[config.mk]
export PLATFORM = sky130hd
export DESIGN_NAME = sync_sig_debounce
export DESIGN_NICKNAME = d
export VERILOG_FILES = /design/src/rtl/sync_sig_debounce.sv
export SDC_FILE = /design/constraint.sdc
export NUM_CORES = 1
export LEC_CHECK = 0
export ABC_AREA = 0
export CORE_MARGIN = 2
export CORE_UTILIZATION = 31
export DETAILED_ROUTE_END_ITERATION = 16
export MAX_ROUTING_LAYER = met4
export PLACE_DENSITY = 0.82
export SLEW_MARGIN = 5
export SYNTH_ARGS = -nofsm -noshare
export SYNTH_HDL_FRONTEND = slang
export SYNTH_SLANG_ARGS = --single-unit
[constraint.sdc]
create_clock -name piul1Clock -period 1.3 [get_ports piul1Clock]
set_input_delay 0.195 -clock piul1Clock [delete_from_list [all_inputs] [get_ports piul1Clock]]
set_output_delay 0.195 -clock piul1Clock [all_outputs]
set_load 0.1 [all_outputs]
[src/rtl/sync_sig_debounce.sv]
// Glitch filter and edge detector for an already-synchronized 1-bit level.
// Optional rising-edge event counter enabled by defining SYNCSIG_EDGE_COUNT_EN.
module sync_sig_debounce #(
  parameter int   STABLE_CC  = 4,
  parameter logic INIT_LEVEL = 1'b0,
  parameter int   CNT_BITS   = 16
) (
  input  logic                piul1Clock,
  input  logic                piul1Reset,
  input  logic                piul1SigIn,
  input  logic                piul1Enable,
  input  logic                piul1CountClear,
  output logic                poul1Level,
  output logic                poul1Rise,
  output logic                poul1Fall,
  output logic                poul1Busy,
  output logic [CNT_BITS-1:0] pouvEdgeCount
);

  localparam int CW = $clog2(STABLE_CC + 1);
  localparam logic [CW-1:0] CNT_LAST = CW'(STABLE_CC - 1);

  if (STABLE_CC < 1) begin : g_bad_stable_cc
    $error("sync_sig_debounce: STABLE_CC must be >= 1");
  end

  typedef enum logic {
    ST_STABLE,
    ST_CANDIDATE
  } state_t;

  state_t        state_q, state_d;
  logic [CW-1:0] cnt_q, cnt_d;
  logic          level_q, level_d;
  logic          rise_q, rise_d;
  logic          fall_q, fall_d;
  logic          commit;

  // NOTE: every variable gets a default first so no path leaves it unassigned
  // (which would infer a latch); blocking '=' is correct inside always_comb.
  always_comb begin
    state_d = state_q;
    cnt_d   = cnt_q;
    level_d = level_q;
    rise_d  = 1'b0;
    fall_d  = 1'b0;
    commit  = 1'b0;

    if (!piul1Enable) begin
      // Disabled: any in-progress candidate is abandoned, level frozen.
      state_d = ST_STABLE;
      cnt_d   = '0;
    end else begin
      case (state_q)
        ST_STABLE: begin
          if (piul1SigIn != level_q) begin
            if (STABLE_CC == 1) begin
              commit = 1'b1;
            end else begin
              state_d = ST_CANDIDATE;
              cnt_d   = CW'(1);
            end
          end
        end
        ST_CANDIDATE: begin
          if (piul1SigIn == level_q) begin
            state_d = ST_STABLE;
            cnt_d   = '0;
          end else if (cnt_q == CNT_LAST) begin
            commit = 1'b1;
          end else begin
            cnt_d = cnt_q + CW'(1);
          end
        end
        default: begin
          state_d = ST_STABLE;
          cnt_d   = '0;
        end
      endcase
    end

    if (commit) begin
      level_d = ~level_q;
      rise_d  = ~level_q;
      fall_d  = level_q;
      state_d = ST_STABLE;
      cnt_d   = '0;
    end
  end

  // NOTE: sequential state uses non-blocking '<=' so all registers update
  // together from values sampled at the same edge.
  always_ff @(posedge piul1Clock) begin
    if (piul1Reset) begin
      state_q <= ST_STABLE;
      cnt_q   <= '0;
      level_q <= INIT_LEVEL;
      rise_q  <= 1'b0;
      fall_q  <= 1'b0;
    end else begin
      state_q <= state_d;
      cnt_q   <= cnt_d;
      level_q <= level_d;
      rise_q  <= rise_d;
      fall_q  <= fall_d;
    end
  end

  assign poul1Level = level_q;
  assign poul1Rise  = rise_q;
  assign poul1Fall  = fall_q;
  assign poul1Busy  = (state_q == ST_CANDIDATE);

`ifdef SYNCSIG_EDGE_COUNT_EN
  logic [CNT_BITS-1:0] edge_cnt_q;

  // Clear wins over a coincident rise; the edge is then not counted.
  always_ff @(posedge piul1Clock) begin
    if (piul1Reset) begin
      edge_cnt_q <= '0;
    end else if (piul1CountClear) begin
      edge_cnt_q <= '0;
    end else if (rise_d) begin
      edge_cnt_q <= edge_cnt_q + CNT_BITS'(1);
    end
  end

  assign pouvEdgeCount = edge_cnt_q;
`else
  logic unused_count_clear;
  assign unused_count_clear = piul1CountClear;
  assign pouvEdgeCount      = '0;
`endif

endmodule

==> summary by stage <==
Place
The post-place setup slack is -0.192 ns. Detailed placement ended at an HPWL of 536 um. At the end of routability-driven placement, the weighted congestion stood at 0.735. The count of input and output buffers is 7.

Global route
The pin count of the biggest net entering global routing is 9. The number of antenna violations at the first check in global routing came to 0. The via count of the first global-routing pass was 243. The total overflow reported by the global router is 0. The all-layer global routing usage is 9.82%. The first global-routing pass estimated 1010 um of wire.

Worst setup path
STA classifies the critical path startpoint as a flip-flop. The biggest cell delay along the critical path is 0.49 ns. Walking the worst path, the cells encountered are ha_4 > ha_4 > or4b_1 > a21oi_1. In this run the worst path has a maximum fanout of 2.

For the worst setup path, the data arrival time is 1.54 ns. The cell occurring most often along the worst timing path is ha_4. Measured in cells, the most critical reg-to-reg path has a length of 4. The slowest stage of the critical path belongs to the cell or4b_1. The category of the most critical setup path is reg2reg. STA classifies the critical path endpoint as a flip-flop. Data on the critical path is required at its endpoint by 1.48 ns.

Floorplanning
The die covers 1680 sq um. The starting density of the core is 33.0%. The number of top-level pins is 25. The core region area is 1280 sq um. From left edge to right edge, the die measures 41.0 um.

The cell row count is 13. The height of the die is 41.0 um.

STA
Of the available clock period, the critical path in the final layout requires 105%. Setup total negative slack on the finished layout was measured at -0.0616 ns. The maximum clock rate is 734 MHz. The total of endpoints with negative setup slack in the final report is 1. The number of max-slew violations in the final report is 0. The smallest clock period supported by the final layout is computed as 1.36 ns. Setup repair after global routing could not meet its margin everywhere. Once routing completed, OpenROAD measured the worst setup slack at -0.0616 ns. The number of hold violations in the final report is 0.

The clock skew is 0.00141 ns.

Synthesis
The Yosys warning count is 0. The mean post-synth cell area is 8.84 sq um. The instance count of the mapped netlist is 48. The number of storage elements in the synthesis netlist is 7.

The cell area that synthesis handed to floorplanning was 424 sq um. The distinct cell type count of the synthesized netlist is 21. The sequential cell area fraction in the yosys report is 33.0%.

CTS
TritonCTS built the clock tree. Buffers inserted during clock tree synthesis total 3. In this run, post-CTS hold repair placed 0 buffers. The clock transition at the registers of the reported paths is 0.05 ns. CTS built an H-tree with a depth of 1. The maximum root-to-sink buffer count is 2. The total setup buffers inserted after CTS is 0. The library cell used as clock root buffer is clkbuf_4.

The clock net in this run drives a total of 7 sinks. At the later pin of the worst-skew pair, clock insertion delay measures 0.25 ns.

Detailed routing
The final layout contains routed wiring with a total length of 684 um. For this block, the initial DRC count from the detailed router was 2. Once detail routing completed, the nets flagged for antenna violations numbered 0. The first detailed-routing pass took 4 iterations. The average routed wire per standard cell is 8.77 um. Detailed routing inserted a total of 299 vias. The remaining design rule violation count is 0.

In the routed layout, each cell is associated on average with a via count of 3.83.

Cells and area
The repair_antennas step left the layout with diodes totalling 0. The layout net count is 71. The area added between synthesis and finish is 39.8%.

Cells with a size suffix above 1 make up 30.2% of the layout.

Power
VDD sags by at most 0.000641 V. The total power per unit cell area is 1120 nW/um^2. The analysis attributes to cell leakage a power of 0.256 nW.

Job
Across the run, the number of max-cap violations was 0.

Status
The run finished, with violations left. The final reports fail on setup timing.

Worst hold path
The class of the worst hold path is in2reg. The worst hold path was traced through 2 stages.
## cell usage after synthesis (all sizes together)
cell type   n  share of area, %
buf        16                28
dfxtp       7                33
nor2        3               2.7
a21oi       2               2.4
ha          2               5.9
inv         2               1.8
nand2       2               1.8
conb        1              0.88
mux2i       1               2.4
nand2b      1               1.5
nand3       1               1.2
nand3b      1               1.8
nand4b      1               2.1
nor3        1               1.2
nor4        1               1.5
nor4b       1               2.1
o21a        1               1.8
or3         1               1.5
or4b        1               2.4
xnor2       1               2.1
xor2        1               2.1
## metrics by stage
| step | total power (W) | instances | cell area [sq um] | hold WS, ns | utilization [%] |
|---|---|---|---|---|---|
| after floorplan | 0.000482 | 63 | 513 | 0.258 | - |
| after global placement | 0.000472 | 74 | 559 | 0.485 | 43.5 |
| after detailed placement | 0.000474 | 74 | 559 | 0.485 | 43.5 |
| after CTS | 0.000677 | 78 | 586 | 0.490 | 45.6 |
| after global routing | 0.000703 | 78 | 593 | 0.518 | 46.2 |
| final | 0.000667 | 78 | 593 | 0.491 | 46.2 |
## layout make-up
type / count / area, sq um
Fill cell: 141 / 692
Multi-Input combinational cell: 38 / 245
Sequential cell: 7 / 148
Timing Repair Buffer: 12 / 148
Clock buffer: 4 / 26.3
Tap cell: 15 / 18.8
Inverter: 2 / 7.51
## report_power, final
part	switching [W]	total (W)	leakage, nW	internal (W)
registers	0.00000455	0.000221	0.0588	0.000216
logic	0.000224	0.000250	0.182	0.0000262
clock network	0.0000790	0.000196	0.0150	0.000117
total	0.000308	0.000667	0.256	0.000359
## placed cells by master, fill, tap and decap left out, drive strengths merged
cell type / instances
nand2b: 1
nor4b: 1
clkdlybuf4s50: 3
or4b: 1
buf: 9
ha: 2
clkbuf: 4
xor2: 1
nand3: 1
inv: 2
xnor2: 1
nor4: 1
nor2: 3
dfxtp: 7
nand4b: 1
nand2: 2
conb: 16
a21oi: 2
nand3b: 1
o21a: 1
nor3: 1
or3: 1
mux2i: 1
## metal layers
layer | global-route usage (%) | part of all wire (%)
met1 | 12.4 | 41
met2 | 13.7 | 55
met3 | 3.26 | 3.9
met4 | 5.00 | 0
met5 | - | 0
## flip-flops by register name, summed over array words and instances, names as in the netlist
signal,cells
poul1Busy,1
poul1Level,1
cnt_q,3
poul1Rise,1
poul1Fall,1
## cells by family after synthesis
group,share of synthesized area (%)
AO/OA/AOI/OAI,4.13
XOR/XNOR,4.13
adder cells (fa/ha/maj),5.90
buffers and inverters,30.1
flip-flops,33.0
multiplexers,2.36
other,0.884
AND/OR/NAND/NOR,19.5
## worst max-delay path, delay by kind of cell, from the launching register on
family                   cells  cell delay (ns)
AND/OR/NAND/NOR              1             0.49
adder cells (fa/ha/maj)      2             0.36
flip-flops                   1             0.33
AO/OA/AOI/OAI                1             0.13
## worst paths after layout
| check | startpoint | end | slack (ns) |
|---|---|---|---|
| setup / recovery | cnt_q[1]$_SDFFE_PP0P_ | cnt_q[2]$_SDFFE_PP0P_ | -0.06 |
| hold / removal | piul1Reset | poul1Level$_SDFFE_PP0P_ | 0.49 |
| setup reg to reg | cnt_q[1]$_SDFFE_PP0P_ | cnt_q[2]$_SDFFE_PP0P_ | -0.06 |
| hold reg to reg | cnt_q[1]$_SDFFE_PP0P_ | cnt_q[1]$_SDFFE_PP0P_ | 0.50 |
## timing repair
item / 4_1_cts / 5_1_grt
endpoints found under the setup margin: 1 / 2
endpoints found under the hold margin: 0 / 0
pin swaps: 2 / 0
gates resized for setup: 0 / 1
Power figures use the tool's default switching activity.
